### config.mk
export PLATFORM = sky130hd
export DESIGN_NAME = carregador_programa
export DESIGN_NICKNAME = d
export VERILOG_FILES = /design/src/rtl/carregador_programa_pkg.sv /design/src/rtl/carregador_programa_soma.sv /design/src/rtl/carregador_programa.sv
export SDC_FILE = /design/constraint.sdc
export NUM_CORES = 1
export LEC_CHECK = 0
export BUFFER_PORTS_ARGS = -buffer_cell sky130_fd_sc_hd__clkbuf_2
export CORE_ASPECT_RATIO = 1.4
export CORE_UTILIZATION = 25
export CTS_BUF_LIST = sky130_fd_sc_hd__clkbuf_8
export DETAILED_ROUTE_END_ITERATION = 6
export PLACE_DENSITY_LB_ADDON = 0.3
export SYNTH_ARGS = -nofsm -noshare
export SYNTH_HDL_FRONTEND = slang
export SYNTH_SLANG_ARGS = --single-unit
### constraint.sdc
create_clock -name CLOCK_50 -period 3.2 [get_ports CLOCK_50]
set_input_delay 0.64 -clock CLOCK_50 [delete_from_list [all_inputs] [get_ports CLOCK_50]]
set_output_delay 0.64 -clock CLOCK_50 [all_outputs]
set_load 0.01 [all_outputs]
### src/rtl/carregador_programa_pkg.sv
// Shared constants and FSM encoding for the instruction-memory program loader.
package carregador_programa_pkg;
  localparam int DATA_WIDTH = 16;
  localparam int ADDR_WIDTH = 4;
  localparam int DEPTH      = 16;

  typedef enum logic [2:0] {
    S_IDLE        = 3'd0,
    S_LOAD        = 3'd1,
    S_VERIFY_REQ  = 3'd2,
    S_VERIFY_WAIT = 3'd3,
    S_DONE        = 3'd4,
    S_ERROR       = 3'd5
  } estado_t;
endpackage

### src/rtl/carregador_programa_soma.sv
// Modular (2**W) accumulator with synchronous clear and enable.
module soma_verificacao #(
  parameter int W = carregador_programa_pkg::DATA_WIDTH
) (
  input  logic         clk,
  input  logic         rst_n,
  input  logic         clr,
  input  logic         en,
  input  logic [W-1:0] din,
  output logic [W-1:0] soma
);
  always_ff @(posedge clk) begin
    if (!rst_n)   soma <= '0;
    else if (clr) soma <= '0;
    else if (en)  soma <= soma + din;
  end
endmodule

### src/rtl/carregador_programa.sv
// Program loader: streams host words into instruction memory, reads them back,
// and releases the CPU from halt only when the read-back sum matches.
module carregador_programa #(
  parameter int ADDR_WIDTH = carregador_programa_pkg::ADDR_WIDTH,
  parameter int DATA_WIDTH = carregador_programa_pkg::DATA_WIDTH,
  parameter int DEPTH      = carregador_programa_pkg::DEPTH,
  parameter int RD_LAT     = 1
) (
  input  logic                  CLOCK_50,
  input  logic                  RESET_N,
  input  logic                  start,
  input  logic                  word_valid,
  input  logic [DATA_WIDTH-1:0] word_data,
  input  logic                  word_last,
  output logic                  word_ready,
  output logic [ADDR_WIDTH-1:0] mem_address,
  output logic [DATA_WIDTH-1:0] mem_data,
  output logic                  mem_wren,
  input  logic [DATA_WIDTH-1:0] mem_q,
  output logic                  cpu_halt,
  output logic                  load_done,
  output logic                  load_error,
  output logic [ADDR_WIDTH:0]   words_loaded,
  output logic [DATA_WIDTH-1:0] checksum
);
  import carregador_programa_pkg::*;

  localparam int CW = (RD_LAT > 1) ? $clog2(RD_LAT) : 1;
  localparam logic [ADDR_WIDTH:0] ULTIMO_IDX = (ADDR_WIDTH+1)'(DEPTH-1);
  localparam logic [CW-1:0]       ESPERA_FIM = CW'(RD_LAT-1);

  estado_t               estado;
  logic                  ultimo_visto;
  logic [ADDR_WIDTH:0]   idx, idx_nxt;
  logic [CW-1:0]         espera;
  logic                  beat, limpa, leitura_en;
  logic [DATA_WIDTH-1:0] soma_lida, soma_lida_nxt;

  // Ready drops once the final word is accepted so its write cycle cannot take another beat.
  assign word_ready    = (estado == S_LOAD) && !ultimo_visto;
  assign beat          = word_valid && word_ready;
  assign limpa         = (estado inside {S_IDLE, S_DONE, S_ERROR}) && start;
  assign leitura_en    = (estado == S_VERIFY_WAIT) && (espera == ESPERA_FIM);
  assign idx_nxt       = idx + 1'b1;
  assign soma_lida_nxt = soma_lida + mem_q;

  soma_verificacao #(.W(DATA_WIDTH)) u_soma_escrita (
    .clk  (CLOCK_50),
    .rst_n(RESET_N),
    .clr  (limpa),
    .en   (beat),
    .din  (word_data),
    .soma (checksum)
  );

  soma_verificacao #(.W(DATA_WIDTH)) u_soma_leitura (
    .clk  (CLOCK_50),
    .rst_n(RESET_N),
    .clr  (limpa),
    .en   (leitura_en),
    .din  (mem_q),
    .soma (soma_lida)
  );

  always_ff @(posedge CLOCK_50) begin
    if (!RESET_N) begin
      estado       <= S_IDLE;
      ultimo_visto <= 1'b0;
      idx          <= '0;
      espera       <= '0;
      mem_address  <= '0;
      mem_data     <= '0;
      mem_wren     <= 1'b0;
      cpu_halt     <= 1'b1;
      load_done    <= 1'b0;
      load_error   <= 1'b0;
      words_loaded <= '0;
    end else begin
      mem_wren <= 1'b0;
      case (estado)
        S_IDLE, S_DONE, S_ERROR: begin
          if (start) begin
            estado       <= S_LOAD;
            ultimo_visto <= 1'b0;
            words_loaded <= '0;
            mem_address  <= '0;
            cpu_halt     <= 1'b1;
            load_done    <= 1'b0;
            load_error   <= 1'b0;
          end
        end
        S_LOAD: begin
          if (ultimo_visto) begin
            estado      <= S_VERIFY_REQ;
            idx         <= '0;
            mem_address <= '0;
          end else if (beat) begin
            mem_wren     <= 1'b1;
            mem_address  <= words_loaded[ADDR_WIDTH-1:0];
            mem_data     <= word_data;
            words_loaded <= words_loaded + 1'b1;
            if (word_last || words_loaded == ULTIMO_IDX) ultimo_visto <= 1'b1;
          end
        end
        S_VERIFY_REQ: begin
          estado <= S_VERIFY_WAIT;
          espera <= '0;
        end
        S_VERIFY_WAIT: begin
          if (!leitura_en) begin
            espera <= espera + 1'b1;
          end else if (idx_nxt == words_loaded) begin
            // Compare using the sum including the word arriving this cycle.
            if (soma_lida_nxt == checksum) begin
              estado    <= S_DONE;
              cpu_halt  <= 1'b0;
              load_done <= 1'b1;
            end else begin
              estado     <= S_ERROR;
              load_error <= 1'b1;
            end
          end else begin
            idx         <= idx_nxt;
            mem_address <= idx_nxt[ADDR_WIDTH-1:0];
            estado      <= S_VERIFY_REQ;
          end
        end
        default: estado <= S_IDLE;
      endcase
    end
  end
endmodule

==> flow_summary_export.csv <==
group,metric,value,unit
layout,area_growth,25.2,%
synth,syn_avg_cell_area,7.84,µm²
run_status,status,"completed",
placed_design,globalplace.congestion,0.832,
critical_path,crit_type,"input pin to register",
layout,drive_gt1_share,22.0,%
critical_path,critPathBufInv,2,
critical_path,cp_cell_sequence,"clkbuf_2 > ha_1 > inv_1 > fa_2 > xnor2_2 > xor2_1 > a2111o_1 > a211oi_2 > nand4_1 > nor4_2 > nand4b_1 > or3_1 > o31a_1",
clocking,cts_root_buffer,"clkbuf_8",
synth,synthesis.nets,663,
routing,ant_nets,0,
routing,drt-initial-drc-count,222,
clocking,cts_buffers,9,
global_routing,grt_pass1_wl,22100,µm
layout,regArea,0.00142,mm²
synth,seq_area_frac_synth,30.7,%
global_routing,grt_max_degree,38,
power,leakage,2.50,nW
routing,wl_met3,543,µm
critical_path,crit_path_max_incr_delay,0.38,ns
placed_design,dp_slack,-0.330,ns
routing,dr.pass1.iters,4,
global_routing,antenna_found_initial,0,
hold_path,hp-class,"register to register",
clocking,clk_pin_slew_worst_paths,0.08,ns
floorplanning,dieArea,0.0191,mm²
critical_path,cp_slowest_cell,"or3_1",
timing,fin_hold_ws,0.449,ns
synth,yosysWarnings,0,
critical_path,reg2reg_from,"u_soma_leitura.soma[0]",
critical_path,cp_data_required_time,3.45,ns
synth,synth_seq_cells,71,
timing,setup_viol,0,
power,ir_worst_vdd,0.146,mV
power,power_density,364,mW/mm²
hold_path,hold_path.startpoint,"load_error",
routing,vias,4415,
timing,setup_tns,0,ns
routing,drcViolationCount,0,
clocking,clock_latency,0.36,ns
routing,top_layer_used,"met4",
synth,syn_area,0.00463,mm²
timing,max_clock_freq,327,MHz
routing,routed_via_density,4.65,
timing,fin_skew,0.0133,ns
layout,nets,777,
critical_path,critPathLaunchType,"input pin",
timing,period_needed,3.06,ns
placed_design,placed_cells,933,
synth,synth_edf_count,0,
critical_path,reg2reg_depth,12,
layout,stdcell_count,950,
hold_path,hold_depth,2,
floorplanning,core_area,0.0181,mm²
routing,wl_per_cell,14.7,µm
clocking,cts_tree,"yes",
routing,wirelength,13900,µm
critical_path,reg2reg_to,"cpu_halt",
critical_path,worstPathArrival,3.31,ns
timing,maxSlewHeadroom,69.1,%
synth,ys_async_sr_fraction,0,%
timing,hold_violations,0,
layout,fillers,1967,
timing,maxSlewViolCount,0,
routing,met1_length,5920,µm
floorplanning,num_rows,58,
clocking,cts_num_sinks,71,
global_routing,grt_usage,15.3,%
critical_path,worstPathMaxFanout,4,
critical_path,worst-r2r-setup-slack,0.21,ns
job,max_cap_viol_count,0,
timing,layout_setup_ws,0.137,ns
floorplanning,top_level_ports,83,
floorplanning,die_h,163,µm
hold_path,whs_endpoint,"load_error",
layout,mostFrequentLayoutCell,"nand2_1",
floorplanning,dieWidth,117,µm
routing,met2_length,7230,µm
critical_path,endpoint_kind,"register",
timing,post-route-period-util,95.7,%
layout,antenna_cells,0,
global_routing,grt_overflow,0,
layout,multi_input_area,0.00308,mm²
timing,worstMarginPinSlew,0.462,ns
clocking,htreeDepth,3,
floorplanning,initial_core_util,25.6,%
layout,layout_common_cells,"nand2_1, clkbuf_2, dfxtp_1",
synth,synthCells,591,
placed_design,hpwl,10700,µm
placed_design,portBuffers,82,
clocking,clockBufferDepth,2,
synth,ys_types,58,
critical_path,cp_top_family,"simple AND/OR/NAND/NOR gates",
synth,yosys_most_used_dff,"dfxtp_1",
global_routing,grt_pass1_vias,4284,
-- metal layers --
layer	vias up	global-route usage, %
met1	2036	17.2
met3	14	3.30
met4	0	5.35
met2	71	28.1
met5	-	0
li1	2294	-
-- per-stage QoR --
stage	power, W	utilization [%]	instance area, µm²
after detailed placement	0.00144	30.9	5580
after global placement	0.00144	30.9	5580
after floorplan	0.00126	-	4630
final	0.00211	32.1	5800
after CTS	0.00215	31.9	5760
after global routing	0.00224	32.1	5800
-- cell families (layout without fill, tap and decap cells) --
logic type      count (synthesis)  count (layout)  synth area share [%]
simple gates                  253             253                  25.4
compound gates                136             136                  19.3
flops                          71              71                  30.7
xor+xnor                       47              47                  9.81
buf+inv                        42             161                  3.43
fa+ha+maj                      35              35                  9.78
mux                             7               7                  1.57
-- cell type report --
class	count	area share, %
well taps	240	5.18
multi-input cells	478	53.1
inverters	18	1.17
repair buffers	127	12.9
clock inverters	5	0.561
clock buffers	11	2.61
flip-flops and latches	71	24.5
-- worst max path at each step --
stage,from,to,slack (ns),cells past startpoint
after floorplan,mem_q[7],cpu_halt,0.02,10
after global placement,mem_q[0],cpu_halt,-0.24,14
after detailed placement,mem_q[0],cpu_halt,-0.33,14
after CTS,mem_q[0],cpu_halt,0.07,14
after global routing,mem_q[0],cpu_halt,-0.005,13
final,mem_q[0],cpu_halt,0.14,13
-- synthesized netlist by cell type, drive strengths merged (2+ instances only) --
cell | count | share of area [%]
nand2b | 7 | 0.95
xnor2 | 28 | 5.3
a211o | 4 | 0.76
nor2 | 48 | 3.9
nand2 | 107 | 8.7
a21boi | 18 | 2.9
a311oi | 3 | 0.57
nand4 | 5 | 0.68
mux2i | 5 | 1.1
or3 | 6 | 0.81
a22oi | 3 | 0.49
a21o | 3 | 0.49
a21oi | 46 | 5.2
xor2 | 16 | 3.0
or3b | 2 | 0.38
fa | 2 | 0.86
inv | 18 | 1.5
clkbuf | 23 | 1.9
and3 | 8 | 1.1
o31a | 3 | 0.57
xnor3 | 2 | 0.97
o21bai | 4 | 0.65
ha | 33 | 8.9
nor2b | 14 | 1.9
nor3 | 21 | 2.3
nor3b | 4 | 0.65
mux2 | 2 | 0.49
o311ai | 2 | 0.38
a31oi | 6 | 0.81
o21a | 2 | 0.32
o31ai | 3 | 0.49
o21ai | 21 | 2.3
nand3b | 3 | 0.49
o211ai | 3 | 0.49
a211oi | 6 | 1.1
and2 | 3 | 0.41
nand3 | 18 | 1.9
dfxtp | 71 | 31
nand4b | 3 | 0.57
-- state kept, by name, summed over array words and instances (netlist names) --
signal / cells
mem_data: 16
mem_address: 4
load_error: 1
cpu_halt: 1
mem_wren: 1
u_soma_leitura.soma: 16
espera: 1
ultimo_visto: 1
estado: 3
load_done: 1
idx: 5
u_soma_escrita.soma: 16
words_loaded: 5
-- repair_timing --
action | 4_1_cts | 5_1_grt
resized for setup | 0 | 6
setup endpoints to repair | 0 | 4
setup buffers | 0 | 1
hold buffers | 0 | 0
-- report_power, final --
group          leakage [nW]  switching [W]  total [W]  internal [W]
clock network        0.0932       0.000365   0.000688      0.000323
registers             0.575      0.0000340   0.000950      0.000916
logic                  1.83       0.000270   0.000474      0.000204
total                  2.50       0.000669    0.00211       0.00144
-- worst reg2reg max path: stages, from the launching register on --
cell and delay (ns):
dfxtp_1 0.33, ha_1 0.18, inv_1 0.06, fa_2 0.36, xnor2_2 0.16, xor2_1 0.16, a2111o_1 0.31, a211oi_2 0.20
nand4_1 0.12, nor4_2 0.29, nand4b_1 0.22, or3_1 0.38, o31a_1 0.11
(Power assumes the default switching activity.)
